## config.mk

```make
export PLATFORM = sky130hd
export DESIGN_NAME = acc_sampler
export DESIGN_NICKNAME = d
export VERILOG_FILES = /design/src/rtl/acc_sampler.sv
export SDC_FILE = /design/constraint.sdc
export NUM_CORES = 1
export LEC_CHECK = 0
export CAP_MARGIN = 20
export CORE_AREA = 4 4 94 52
export CTS_CLUSTER_DIAMETER = 120
export DETAILED_ROUTE_END_ITERATION = 6
export DIE_AREA = 0 0 98 56
export PLACE_DENSITY = 0.82
export SYNTH_ARGS = -nofsm -noshare
export SYNTH_HDL_FRONTEND = slang
export SYNTH_SLANG_ARGS = --single-unit
```

## constraint.sdc

```tcl
create_clock -name clk -period 5 [get_ports clk]
set_clock_uncertainty 0.1 [all_clocks]
set_input_delay 0.75 -clock clk [delete_from_list [all_inputs] [get_ports clk]]
set_output_delay 0.75 -clock clk [all_outputs]
set_load 0.01 [all_outputs]
```

## src/rtl/acc_sampler.sv

```systemverilog
// Decimating sampler: tags every DECIM-cycle window with an overflow flag and queues samples in a FWFT FIFO.
// Optional saturating overflow-window counter enabled by defining ACC_SAMPLER_OVF_CNT_EN.
module acc_sampler #(
  parameter int NB_DATA    = 6,
  parameter int DECIM      = 4,
  parameter int FIFO_DEPTH = 4,
  parameter int NB_OVF_CNT = 8
) (
  input  logic                                clk,
  input  logic                                i_rst,
  input  logic                                i_enable,
  input  logic [NB_DATA-1:0]                  i_data,
  input  logic                                i_overflow,
  output logic [NB_DATA:0]                    o_data,
  output logic                                o_valid,
  input  logic                                i_ready,
  output logic                                o_full,
  output logic [$clog2(FIFO_DEPTH+1)-1:0]     o_level,
  output logic                                o_drop,
  output logic [NB_OVF_CNT-1:0]               o_ovf_cnt
);

  localparam int NB_WCNT = (DECIM > 1) ? $clog2(DECIM) : 1;
  localparam int NB_PTR  = (FIFO_DEPTH > 1) ? $clog2(FIFO_DEPTH) : 1;
  localparam int NB_LVL  = $clog2(FIFO_DEPTH + 1);
  localparam logic [NB_WCNT-1:0] WCNT_LAST = NB_WCNT'(DECIM - 1);
  localparam logic [NB_LVL-1:0]  LVL_FULL  = NB_LVL'(FIFO_DEPTH);

  logic [NB_WCNT-1:0] wcnt_reg, wcnt_next;
  logic               ovf_acc_reg, ovf_acc_next;
  logic [NB_PTR-1:0]  wr_ptr_reg, wr_ptr_next;
  logic [NB_PTR-1:0]  rd_ptr_reg, rd_ptr_next;
  logic [NB_LVL-1:0]  level_reg, level_next;
  logic [NB_DATA:0]   data_reg, data_next;
  logic               drop_reg, drop_next;

  logic               sample;
  logic               flag;
  logic               push;
  logic               pop;
  logic               full;
  logic               empty;
  logic [NB_DATA:0]   push_word;

  logic [NB_DATA:0]   mem [FIFO_DEPTH];

  always_comb begin
    full      = (level_reg == LVL_FULL);
    empty     = (level_reg == '0);
    pop       = !empty && i_ready;
    sample    = i_enable && (wcnt_reg == WCNT_LAST);
    flag      = ovf_acc_reg | i_overflow;
    push_word = {flag, i_data};
    // A full FIFO still accepts the sample when the head leaves on the same edge.
    push      = sample && (!full || pop);

    wcnt_next    = wcnt_reg;
    ovf_acc_next = ovf_acc_reg;
    if (!i_enable || sample) begin
      wcnt_next    = '0;
      ovf_acc_next = 1'b0;
    end else begin
      wcnt_next    = wcnt_reg + NB_WCNT'(1);
      ovf_acc_next = flag;
    end

    wr_ptr_next = push ? wr_ptr_reg + NB_PTR'(1) : wr_ptr_reg;
    rd_ptr_next = pop  ? rd_ptr_reg + NB_PTR'(1) : rd_ptr_reg;

    level_next = level_reg;
    if (push && !pop)
      level_next = level_reg + NB_LVL'(1);
    else if (pop && !push)
      level_next = level_reg - NB_LVL'(1);

    drop_next = drop_reg | (sample && !push);

    // Head register: reload when the head moves or the first word lands; bypass a same-edge write.
    data_next = data_reg;
    if ((level_next != '0) && (pop || empty)) begin
      if (push && (wr_ptr_reg == rd_ptr_next))
        data_next = push_word;
      else
        data_next = mem[rd_ptr_next];
    end
  end

  always_ff @(posedge clk) begin
    if (push && !i_rst)
      mem[wr_ptr_reg] <= push_word;
  end

  always_ff @(posedge clk) begin
    if (i_rst) begin
      wcnt_reg    <= '0;
      ovf_acc_reg <= 1'b0;
      wr_ptr_reg  <= '0;
      rd_ptr_reg  <= '0;
      level_reg   <= '0;
      data_reg    <= '0;
      drop_reg    <= 1'b0;
    end else begin
      wcnt_reg    <= wcnt_next;
      ovf_acc_reg <= ovf_acc_next;
      wr_ptr_reg  <= wr_ptr_next;
      rd_ptr_reg  <= rd_ptr_next;
      level_reg   <= level_next;
      data_reg    <= data_next;
      drop_reg    <= drop_next;
    end
  end

`ifdef ACC_SAMPLER_OVF_CNT_EN
  logic [NB_OVF_CNT-1:0] ovf_cnt_reg;

  // Counts flagged sample events whether or not the word fit in the FIFO.
  always_ff @(posedge clk) begin
    if (i_rst)
      ovf_cnt_reg <= '0;
    else if (sample && flag && (ovf_cnt_reg != '1))
      ovf_cnt_reg <= ovf_cnt_reg + NB_OVF_CNT'(1);
  end

  assign o_ovf_cnt = ovf_cnt_reg;
`else
  assign o_ovf_cnt = '0;
`endif

  assign o_data  = data_reg;
  assign o_valid = !empty;
  assign o_full  = full;
  assign o_level = level_reg;
  assign o_drop  = drop_reg;

endmodule

```

==> Flow_metrics.wiki, run 1 <==
{| class="wikitable"
! Metric !! Value
|-
| Clk sinks || 46
|-
| Length of the first detailed-routing pass in iterations || 4
|-
| Share of flip-flops with an asynchronous set or reset after synthesis || 0
|-
| Power density cells || 490 nW/um2
|-
| Routed wirelength normalized by instance count || 18.2 um
|-
| Commonest cells in the synthesized netlist || 28 x sky130_fd_sc_hd__edfxtp_1, 18 x sky130_fd_sc_hd__dfxtp_1, 11 x sky130_fd_sc_hd__nor2_1
|-
| Final critical-path required period || 3.00 ns
|-
| Leakage power || 1.01 nW
|-
| Final slew viol count || 0
|-
| Clock latency of the later-clocked register in the worst-skew pair || 0.30 ns
|-
| Number of distinct standard cells referenced by the synthesized netlist || 52
|-
| Number of setup violations in the final report || 0
|-
| Filler Cells Inserted || 312
|-
| Net count of the finished layout || 209
|-
| Sum of negative setup slack || 0 ns
|-
| Total power consumption of the routed design || 1.27 mW
|-
| Max transition margin || 0.647
|-
| Nature of the critical path endpoint || register
|-
| IO Count || 32
|-
| Outcome || finished clean
|-
| Largest area contributor in the netlist || sky130_fd_sc_hd__edfxtp_1
|-
| IO Port Bufs || 23
|-
| Antenna fix cells || 0
|-
| Maximum operating frequency || 334 MHz
|-
| Top flip-flop cell by instance count after synthesis || sky130_fd_sc_hd__edfxtp_1
|-
| Max cap viols || 0
|-
| Post-Route Utilization || 0.624
|-
| Clock-pin transition on the worst setup and hold timing paths || 0.10 ns
|-
| Final hold viol count || 0
|-
| Antenna violation net count after detailed routing || 0
|-
| RSZ-0062 raised after global routing || no
|-
| Worst-Margin Slew || 0.529 ns
|-
| CP Max Fanout || 9
|-
| Post-place instance area || 2500 um2
|-
| Number of flip-flops under the largest register name || 28
|-
| TritonCTS clock tree || built
|-
| Number of buffers created by CTS || 5
|-
| Most common cell in the synthesized netlist || sky130_fd_sc_hd__edfxtp_1
|-
| Setup Fix Bufs, Post-CTS || 0
|-
| Count of warnings emitted by yosys || 0
|-
| Maximum number of pins on one net before global-route repair || 16
|-
| Fraction of the cycle the final worst path needs || 0.599
|-
| Placer's final routability congestion estimate || 0.786
|-
| Worst hold path type || reg -> reg
|-
| Top area cells in the synthesized netlist || sky130_fd_sc_hd__edfxtp_1 37%, sky130_fd_sc_hd__dfxtp_1 16%, sky130_fd_sc_hd__mux4_2 6.9%, sky130_fd_sc_hd__ha_1 4.4%, sky130_fd_sc_hd__mux2i_1 3.5%
|-
| Count of flip-flops with a built-in enable after synthesis || 28
|-
| Area growth, synth to finish || 13.9%
|-
| Max Buffers Root-to-Sink || 2
|-
| Die Span Y || 56 um
|-
| VDD IR max || 213 uV
|-
| Post-cts hold buffer count || 0
|-
| Final global-route overflow total || 0
|-
| Vias after detailed routing || 1,371
|-
| Wire length of the first global-routing pass || 7040 um
|-
| Overall routed net length || 4510 um
|-
| Largest register by flop count || mem
|-
| Beginning of the worst register-to-register path || o_level[1]$_SDFF_PP0_
|-
| Gate count after technology mapping || 165
|-
| Summed area of non-filler cells in the final layout || 2590 um2
|-
| Die Wd || 98 um
|-
| Area fraction of the dominant cell type after synthesis || 0.370
|-
| Data arrival, critical path || 3.08 ns
|-
| Average cell area after synthesis || 13.8 um2
|-
| Category of the critical setup timing path || in -> reg
|-
| HPWL after DPL || 3300 um
|-
| Vias/cell || 5.53
|-
| Clk Tree Root Cell || sky130_fd_sc_hd__clkbuf_8
|-
| First-iteration detailed-routing DRC count || 88
|-
| Type of element launching the critical path || input pin
|-
| Cell Area, Synth || 2270 um2
|-
| Register area share after synthesis || 0.529
|-
| Flip-flop and latch count after synthesis || 46
|-
| Global-route total usage across every layer || 0.169
|-
| Initial cell density of the core || 0.548
|-
| Htree depth || 2
|-
| Proportion of layout cells with a drive suffix above 1 || 0.194
|-
| Floorplan Core Area || 4150 um2
|-
| Number of instances resized during post-cts repair || 0
|-
| Number of antenna violations at the first check in global routing || 0
|-
| Die outline area || 5490 um2
|-
| Vias in the first global route || 1,326
|-
| Cell Rows || 17
|-
| DRC violation count after routing || 0
|-
| Launching instance or port of the critical path || i_ready
|-
| Worst path required time || 5.09 ns
|-
| Hold Path Origin || wcnt_reg[0]$_SDFF_PP0_
|}
==> worst max-delay path: stages <==
cell and delay (ns):
sky130_fd_sc_hd__clkdlybuf4s50_1 0.74, sky130_fd_sc_hd__inv_2 0.17, sky130_fd_sc_hd__a221oi_1 0.47, sky130_fd_sc_hd__o2111a_1 0.46
sky130_fd_sc_hd__or2_1 0.35, sky130_fd_sc_hd__a21oi_1 0.12
==> through the flow <==
step	std cells	hold WS (ns)	setup slack [ns]
6_report	248	0.324	2.00
2_1_floorplan	172	0.299	2.66
3_3_place_gp	240	0.308	1.90
3_5_place_dp	240	0.314	1.80
4_1_cts	248	0.326	2.06
5_1_grt	248	0.358	1.94
==> final cells by class <==
cell class                      count  area (um2)  area share
Sequential cell                    46        1200       0.464
Timing Repair Buffer               23         230      0.0890
Multi-Input combinational cell    104         952       0.368
Clock inverter                      3        21.3     0.00822
Clock buffer                        5        68.8      0.0266
Tap cell                           57        71.3      0.0276
Inverter                           10        42.5      0.0164
==> layer usage <==
layer	global-route usage	vias up	wire (um)
li1	-	653	-
met1	0.247	648	2060
met2	0.241	66	2000
met3	0.0551	4	419
met4	0.0394	0	34
met5	0	-	0
==> final timing paths <==
kind                       endpoint  slack (ns)  depth (start not counted)
max          o_data[1]$_SDFFE_PP0P_        2.00                          6
min          wcnt_reg[0]$_SDFF_PP0_        0.32                          1
max reg2reg  o_data[1]$_SDFFE_PP0P_        2.28                          9
min reg2reg  wcnt_reg[0]$_SDFF_PP0_        0.32                          1
==> where the power goes <==
group | internal (mW) | total (mW) | switching [mW] | leakage [nW]
sequential | 0.439 | 0.472 | 0.0329 | 0.399
clock | 0.0983 | 0.228 | 0.129 | 0.0441
combinational | 0.253 | 0.568 | 0.315 | 0.571
==> cell usage in the layout, fill, tap and decap left out, drive strengths merged, types with 5 or more instances in the layout <==
| master | netlist | routed |
|---|---|---|
| mux4 | 7 | 7 |
| nand2 | 5 | 5 |
| ha | 8 | 8 |
| conb | 1 | 8 |
| clkdlybuf4s50 | 0 | 23 |
| dfxtp | 18 | 18 |
| nor2 | 12 | 12 |
| mux2i | 8 | 8 |
| inv | 9 | 9 |
| edfxtp | 28 | 28 |
| and2 | 5 | 5 |
| clkbuf | 1 | 5 |
| o31ai | 8 | 8 |
| a21oi | 9 | 9 |
==> cell families (layout without fill, tap and decap cells) <==
logic type	count (synthesis)	count (layout)	synth area share
DFF	46	46	0.529
and+or+nand+nor	36	36	0.103
AOI/OAI and AO/OA	33	33	0.136
buffers and inverters	22	41	0.0634
muxes	15	15	0.105
adders and majority gates	8	8	0.0441
xor gates and xnor gates	4	4	0.0187
other	1	8	0.00165
Note: power is estimated with default switching activity, not from simulation.
==> run 2, diff against run 1 <==
--- a/config.mk
+++ b/config.mk
@@ -6,11 +6,11 @@
 export NUM_CORES = 1
 export LEC_CHECK = 0
 export CAP_MARGIN = 20
-export CORE_AREA = 4 4 94 52
+export CORE_AREA = 4 4 97 53
 export CTS_CLUSTER_DIAMETER = 120
 export DETAILED_ROUTE_END_ITERATION = 6
-export DIE_AREA = 0 0 98 56
-export PLACE_DENSITY = 0.82
+export DIE_AREA = 0 0 101 57
+export PLACE_DENSITY = 0.78
 export SYNTH_ARGS = -nofsm -noshare
 export SYNTH_HDL_FRONTEND = slang
 export SYNTH_SLANG_ARGS = --single-unit
==> constraint.sdc (replaced) <==
create_clock -name clk -period 2.85 [get_ports clk]
set_clock_uncertainty 0.1 [all_clocks]
set_input_delay 0.4275 -clock clk [delete_from_list [all_inputs] [get_ports clk]]
set_output_delay 0.4275 -clock clk [all_outputs]
set_load 0.01 [all_outputs]
==> run 2 against run 1 <==
Final cell count grew 0.81%. Sequential cell count is the same. Combinational power grew 76%. Hold slack gained 0.014 ns. Sequential power grew 77%. Count of clock-buffer cells in the layout is the same. Global-route usage shrank 0.53 points. First-iteration DRC count shrank 35%. Non-clock buffer count grew 2. Worst setup slack lost 1.8 ns.
==> Flow_metrics.wiki, run 2 (synthesis gave the netlist of run 1 again) <==
{| class="wikitable"
! Metric !! Value
|-
| Critical path's top delay family || multiplexers
|-
| Die Wd || 101 um (+3.1%)
|-
| Max Buffers Root-to-Sink || 2 (unchanged)
|-
| Die outline area || 5760 um2 (+4.9%)
|-
| Sequential cell area || 1200 um2 (unchanged)
|-
| Worst hold path type || reg -> reg
|-
| IO Port Bufs || 23 (unchanged)
|-
| Global-route total usage across every layer || 0.163 (-0.00527)
|-
| First-iteration detailed-routing DRC count || 57 (-35%)
|-
| Htree depth || 2 (unchanged)
|-
| Max cap viols || 0 (unchanged)
|-
| Crit-path max cell delay || 0.54 ns (-0.20 ns)
|-
| Area of the multi-input gates || 963 um2 (+1.2%)
|-
| Buffering stage count on the worst path with inverters included || 2 (unchanged)
|-
| Clk Tree Root Cell || sky130_fd_sc_hd__clkbuf_8
|-
| Maximum number of pins on one net before global-route repair || 16 (unchanged)
|-
| Type of element launching the critical path || register
|-
| Clk sinks || 46 (unchanged)
|-
| IO Count || 32 (unchanged)
|-
| Total power consumption of the routed design || 2.32 mW (+83%)
|-
| Proportion of layout cells with a drive suffix above 1 || 0.202 (+0.00836)
|-
| RSZ-0062 raised after global routing || no
|-
| HPWL after DPL || 3300 um (+0.16%)
|-
| Initial cell density of the core || 0.531 (-0.0163)
|-
| Clock latency of the later-clocked register in the worst-skew pair || 0.31 ns (about the same)
|-
| Number of antenna violations at the first check in global routing || 0 (unchanged)
|-
| Number of setup violations in the final report || 0 (unchanged)
|-
| Final global-route overflow total || 0 (unchanged)
|-
| Routed wirelength normalized by instance count || 17.7 um (-2.8%)
|-
| Sum of negative setup slack || 0 ns (unchanged)
|-
| Outcome || finished clean
|-
| Nature of the critical path endpoint || register
|-
| Number of buffers created by CTS || 5 (unchanged)
|-
| Overall routed net length || 4420 um (-2.0%)
|-
| Vias in the first global route || 1,355 (+2.2%)
|-
| Cell Rows || 17 (unchanged)
|-
| Post-placement worst setup slack || 0.150 ns (-1.65 ns)
|-
| Slowest library cell on the worst path || sky130_fd_sc_hd__mux4_2
|-
| Commonest cells after routing, fill and taps aside || 28 x sky130_fd_sc_hd__edfxtp_1, 23 x sky130_fd_sc_hd__clkdlybuf4s50_1, 18 x sky130_fd_sc_hd__dfxtp_1, 11 x sky130_fd_sc_hd__nor2_1
|-
| Worst setup margin || 0.178 ns (-1.83 ns)
|-
| Worst path required time || 2.93 ns (-2.16 ns)
|-
| Area growth, synth to finish || 16.1%
|-
| Vias/cell || 5.51 (-0.37%)
|-
| Wire length of the first global-routing pass || 7040 um (unchanged)
|-
| Antenna fix cells || 0 (unchanged)
|-
| Hold_ws || 0.338 ns (+0.0144 ns)
|-
| Summed area of non-filler cells in the final layout || 2640 um2 (+1.9%)
|-
| Die Span Y || 57 um (+1.8%)
|-
| Data arrival, critical path || 2.75 ns (-0.33 ns)
|-
| Floorplan Core Area || 4280 um2 (+3.1%)
|-
| Clock-pin transition on the worst setup and hold timing paths || 0.09 ns (about the same)
|-
| Cell chain of the critical path || inv_1, ha_1, nor2b_4, inv_6, a21oi_4, nor2_4, mux4_2, mux2i_1, a21oi_1
|-
| Number of instances resized during post-cts repair || 0 (unchanged)
|-
| CP Max Fanout || 8 (-1)
|-
| Category of the critical setup timing path || reg -> reg
|-
| Fraction of the cycle the final worst path needs || 0.937
|-
| Power density cells || 881 nW/um2 (+80%)
|-
| TritonCTS clock tree || built
|-
| Final hold viol count || 0 (unchanged)
|-
| Post-cts hold buffer count || 0 (unchanged)
|-
| Post-place instance area || 2510 um2 (+0.60%)
|-
| Largest register by flop count || mem
|-
| Vias after detailed routing || 1,377 (+0.44%)
|-
| Placer's final routability congestion estimate || 0.877 (+12%)
|-
| Number of flip-flops under the largest register name || 28 (unchanged)
|-
| DRC violation count after routing || 0 (unchanged)
|-
| Length of the first detailed-routing pass in iterations || 4 (unchanged)
|-
| Setup Fix Bufs, Post-CTS || 0 (unchanged)
|-
| Net count of the finished layout || 211 (+0.96%)
|-
| Maximum operating frequency || 374 MHz
|-
| VDD IR max || 387 uV (+81%)
|-
| Final critical-path required period || 2.67 ns
|-
| Reg2Reg Setup Slack || 0.18 ns (-2.10 ns)
|-
| Leakage power || 1.04 nW (+2.6%)
|-
| Final slew viol count || 0 (unchanged)
|-
| Leading cell type in the layout, fill and taps excluded || sky130_fd_sc_hd__edfxtp_1
|-
| Filler Cells Inserted || 329 (+5.4%)
|-
| Antenna violation net count after detailed routing || 0 (unchanged)
|}
[run 2: worst register-to-register path: cells and delay by family, from the launching register on]
kind	cells	cell delay, ns
muxes	2	0.79
and+or+nand+nor	2	0.48
DFF	1	0.44
adders and majority gates	1	0.28
buffers and inverters	2	0.27
AOI/OAI and AO/OA	2	0.18
[run 2: metal layers]
metal  GRT usage  up-vias  share of wire
li1            -      653              -
met3      0.0659        6          0.079
met2       0.235       42           0.44
met1       0.234      676           0.48
met5           0        -              0
met4      0.0341        0         0.0086
[run 2: final cells by class]
type,count,share of cell area
clock inverters,3,0.0166
repair buffers,25,0.0930
flip-flops and latches,46,0.456
well taps,57,0.0271
clock buffers,5,0.0261
multi-input cells,104,0.365
inverters,10,0.0161
[run 2: path summary, 6_finish.rpt]
path | from | to | cells past startpoint
worst min-delay path | wcnt_reg[0]$_SDFF_PP0_ | wcnt_reg[0]$_SDFF_PP0_ | 1
worst max-delay path | o_level[0]$_SDFF_PP0_ | o_data[1]$_SDFFE_PP0P_ | 9
worst min register to register | wcnt_reg[0]$_SDFF_PP0_ | wcnt_reg[0]$_SDFF_PP0_ | 1
worst max register to register | o_level[0]$_SDFF_PP0_ | o_data[1]$_SDFFE_PP0P_ | 9
[run 2: report_power, final]
part,switching [mW],internal [mW],leakage [nW]
clock network,0.225,0.263,0.0585
logic,0.535,0.464,0.583
registers,0.0657,0.771,0.399
[run 2: metrics by stage]
| stage | std cells | util |
|---|---|---|
| floorplan | 172 | - |
| global placement | 242 | 0.588 |
| detailed placement | 242 | 0.588 |
| CTS | 250 | 0.614 |
| global route | 250 | 0.617 |
| finish | 250 | 0.617 |
==> run 3, diff against run 2 <==
--- a/config.mk
+++ b/config.mk
@@ -5,12 +5,14 @@
 export SDC_FILE = /design/constraint.sdc
 export NUM_CORES = 1
 export LEC_CHECK = 0
+export ABC_AREA = 1
 export CAP_MARGIN = 20
-export CORE_AREA = 4 4 97 53
+export CORE_AREA = 4 4 100 55
 export CTS_CLUSTER_DIAMETER = 120
 export DETAILED_ROUTE_END_ITERATION = 6
-export DIE_AREA = 0 0 101 57
+export DIE_AREA = 0 0 104 59
 export PLACE_DENSITY = 0.78
+export SLEW_MARGIN = 25
 export SYNTH_ARGS = -nofsm -noshare
 export SYNTH_HDL_FRONTEND = slang
 export SYNTH_SLANG_ARGS = --single-unit
==> run 3 against run 2 <==
Sequential cell count is the same. Hold slack gained 0.0023 ns. Utilization shrank 1.6 points. Critical path type is now reg -> out. Critical endpoint is now o_full. Non-clock buffer count grew 5. Synthesized area grew 8.5%. Final cell count grew 45%. Largest power group unchanged. Die area grew 6.6%. Synthesized cell count grew 64%.
==> Flow_metrics.wiki, run 3 <==
{| class="wikitable"
! Metric !! Value
|-
| Final global-route overflow total || 0 (unchanged)
|-
| Die outline area || 6140 um2 (+6.6%)
|-
| Global-route total usage across every layer || 0.173 (+0.00968)
|-
| First-iteration detailed-routing DRC count || 135 (+140%)
|-
| Commonest cells after routing, fill and taps aside || 59 x sky130_fd_sc_hd__nand2_1, 37 x sky130_fd_sc_hd__inv_1, 28 x sky130_fd_sc_hd__edfxtp_1, 23 x sky130_fd_sc_hd__clkdlybuf4s50_1
|-
| Max cap viols || 0 (unchanged)
|-
| Hold Path Origin || wcnt_reg[0]$_SDFF_PP0_
|-
| Length of the first detailed-routing pass in iterations || 5 (+1)
|-
| Wire length of the first global-routing pass || 8110 um (+15%)
|-
| Top flip-flop cell by instance count after synthesis || sky130_fd_sc_hd__edfxtp_1
|-
| Clock-pin transition on the worst setup and hold timing paths || 0.08 ns (about the same)
|-
| IO Port Bufs || 23 (unchanged)
|-
| Cell Rows || 18 (+1)
|-
| Fraction of power spent switching nets || 0.455 (+0.100)
|-
| Die Span Y || 59 um (+3.5%)
|-
| Commonest cells in the synthesized netlist || 59 x sky130_fd_sc_hd__nand2_1, 37 x sky130_fd_sc_hd__inv_1, 28 x sky130_fd_sc_hd__edfxtp_1
|-
| Clk sinks || 46 (unchanged)
|-
| Area growth, synth to finish || 14.3%
|-
| Most common cell in the synthesized netlist || sky130_fd_sc_hd__nand2_1
|-
| Overall routed net length || 5020 um (+13%)
|-
| Proportion of layout cells with a drive suffix above 1 || 0.185 (-0.0166)
|-
| Beginning of the worst register-to-register path || o_level[0]$_SDFF_PP0_
|-
| Placer's final routability congestion estimate || 0.914 (+4.2%)
|-
| Number of instances resized during post-cts repair || 0 (unchanged)
|-
| Antenna violation net count after detailed routing || 0 (unchanged)
|-
| Max Buffers Root-to-Sink || 2 (unchanged)
|-
| Area fraction of the dominant cell type after synthesis || 0.341 (-0.0290)
|-
| Initial cell density of the core || 0.526 (-0.00526)
|-
| Number of buffers created by CTS || 5 (unchanged)
|-
| Worst hold path type || reg -> reg
|-
| Fraction of power consumed by the clock network || 0.135 (-0.075)
|-
| Filler Cells Inserted || 391 (+19%)
|-
| TritonCTS clock tree || built
|-
| Clock latency of the later-clocked register in the worst-skew pair || 0.29 ns (-0.02 ns)
|-
| Type of element launching the critical path || register
|-
| Relative contribution of sequential cells to total power || 0.301 (-0.059)
|-
| CP Max Fanout || 4 (-4)
|-
| Post-cts hold buffer count || 0 (unchanged)
|-
| Maximum number of pins on one net before global-route repair || 24 (+8)
|-
| Gate count after technology mapping || 270 (+64%)
|-
| Nature of the critical path endpoint || output pin
|-
| Number of setup violations in the final report || 0 (unchanged)
|-
| Net Switching || 1.27 mW (+54%)
|-
| Post-Route Utilization || 0.601 (-0.0157)
|-
| Worst path required time || 2.32 ns (-0.61 ns)
|-
| Category of the critical setup timing path || reg -> out
|-
| Sequential cell area || 1200 um2 (unchanged)
|-
| Maximum operating frequency || 432 MHz (+15%)
|-
| Antenna fix cells || 0 (unchanged)
|-
| RSZ-0062 raised after global routing || no
|-
| VDD IR max || 393 uV (+1.6%)
|-
| Top area cells in the synthesized netlist || sky130_fd_sc_hd__edfxtp_1 34%, sky130_fd_sc_hd__dfxtp_1 15%, sky130_fd_sc_hd__nand2_1 9.0%, sky130_fd_sc_hd__inv_1 5.6%, sky130_fd_sc_hd__nand2_4 5.0%
|-
| DRC violation count after routing || 0 (unchanged)
|-
| Outcome || finished clean
|-
| Htree depth || 2 (unchanged)
|-
| Number of distinct standard cells referenced by the synthesized netlist || 26 (-50%)
|-
| Power density cells || 990 nW/um2 (+12%)
|-
| Net count of the finished layout || 320 (+52%)
|-
| Count of flip-flops with a built-in enable after synthesis || 28 (unchanged)
|-
| Largest register by flop count || mem
|-
| Die Wd || 104 um (+3.0%)
|-
| Number of antenna violations at the first check in global routing || 0 (unchanged)
|-
| Cell Area, Synth || 2460 um2 (+8.5%)
|-
| Final critical-path required period || 2.31 ns (-0.358 ns)
|-
| Share of power burned in combinational logic || 0.564 (+0.134)
|-
| Final hold viol count || 0 (unchanged)
|-
| Floorplan Core Area || 4680 um2 (+9.6%)
|-
| Number of flip-flops under the largest register name || 28 (unchanged)
|-
| Flip-flop and latch count after synthesis || 46 (unchanged)
|-
| Count of warnings emitted by yosys || 0 (unchanged)
|-
| Sum of negative setup slack || 0 ns (unchanged)
|-
| Setup Fix Bufs, Post-CTS || 0 (unchanged)
|-
| Register area share after synthesis || 0.488 (-0.0414)
|-
| Leakage power || 1.22 nW (+17%)
|-
| Cell Int Power || 1.52 mW (+1.4%)
|-
| IO Count || 32 (unchanged)
|-
| Average cell area after synthesis || 9.12 um2 (-34%)
|-
| Data arrival, critical path || 1.79 ns (-0.96 ns)
|-
| Share of flip-flops with an asynchronous set or reset after synthesis || 0 (unchanged)
|-
| Fraction of the cycle the final worst path needs || 0.812 (-0.126)
|-
| Vias after detailed routing || 1,840 (+34%)
|-
| Vias in the first global route || 1,623 (+20%)
|-
| Final slew viol count || 0 (unchanged)
|-
| Clk Tree Root Cell || sky130_fd_sc_hd__clkbuf_8
|-
| Launching instance or port of the critical path || o_level[0]$_SDFF_PP0_
|-
| HPWL after DPL || 3770 um (+14%)
|-
| Largest area contributor in the netlist || sky130_fd_sc_hd__edfxtp_1
|-
| Leading cell type in the layout, fill and taps excluded || sky130_fd_sc_hd__nand2_1
|-
| Vias/cell || 5.08 (-7.7%)
|-
| Area of the multi-input gates || 1030 um2 (+6.6%)
|-
| Routed wirelength normalized by instance count || 13.9 um (-22%)
|}
-- run 3: changes by cell type after synthesis, sizes merged, moves of 4 or more --
| cell | delta |
|---|---|
| mux2i | -8 |
| nor3 | -4 |
| nand4 | +9 |
| nand3 | +17 |
| o31ai | -8 |
| nand2 | +72 |
| inv | +30 |
| o21ai | +5 |
| nor2 | +21 |
| and2 | -5 |
| mux4 | -7 |
| nand3b | +7 |
-- run 3: metrics by stage --
stage / setup slack, ns / hold WS, ns / power [mW] / std cells / cell area (um2)
after floorplan: 0.881 / 0.299 / 2.19 / 277 / 2490
after global placement: 0.463 / 0.309 / 2.38 / 354 / 2730
after detailed placement: 0.381 / 0.332 / 2.41 / 354 / 2730
after CTS: 0.529 / 0.345 / 2.80 / 362 / 2820
after global routing: 0.389 / 0.363 / 3.02 / 362 / 2820
final: 0.536 / 0.340 / 2.79 / 362 / 2820
-- run 3: power groups by stage --
stage                     logic, mW  clock network [mW]  registers [mW]
after floorplan                1.32                   0           0.873
after global placement         1.53                   0           0.851
after detailed placement       1.56                   0           0.852
after CTS                      1.57               0.394           0.839
after global routing           1.75               0.422           0.852
final                          1.57               0.377           0.839
-- run 3: logic make-up after synthesis --
family                     Yosys count  synth area share
AOI/OAI and AO/OA                   17            0.0411
adders and majority gates            8            0.0406
buffers and inverters               52             0.106
DFF                                 46             0.488
other                                1           0.00152
and+or+nand+nor                    146             0.323
-- run 3: path summary, 6_finish.rpt --
path,end,slack [ns],cells after the start
worst max-delay path,o_full,0.54,5
worst min-delay path,wcnt_reg[0]$_SDFF_PP0_,0.34,1
worst max register to register,o_data[4]$_SDFFE_PP0P_,0.56,12
worst min register to register,wcnt_reg[0]$_SDFF_PP0_,0.34,1
-- run 3: layout make-up --
class | count | share of cell area
clock buffers | 6 | 0.0258
multi-input cells | 179 | 0.365
well taps | 60 | 0.0267
clock inverters | 2 | 0.00356
inverters | 39 | 0.0520
flip-flops and latches | 46 | 0.427
repair buffers | 30 | 0.100
-- run 3: critical path, cell delays in order (launching register included) --
cell,delay (ns)
sky130_fd_sc_hd__dfxtp_1,0.34
sky130_fd_sc_hd__inv_1,0.12
sky130_fd_sc_hd__ha_1,0.31
sky130_fd_sc_hd__nand2_1,0.11
sky130_fd_sc_hd__inv_1,0.08
sky130_fd_sc_hd__clkdlybuf4s50_1,0.53
-- run 3: routing by layer --
metal  global-route usage  up-vias  wire length (um)
li1                     -      911                 -
met2                0.225       77              1880
met1                0.277      848              2640
met3               0.0413        4               457
met4               0.0511        0                38
met5                    0        -                 0
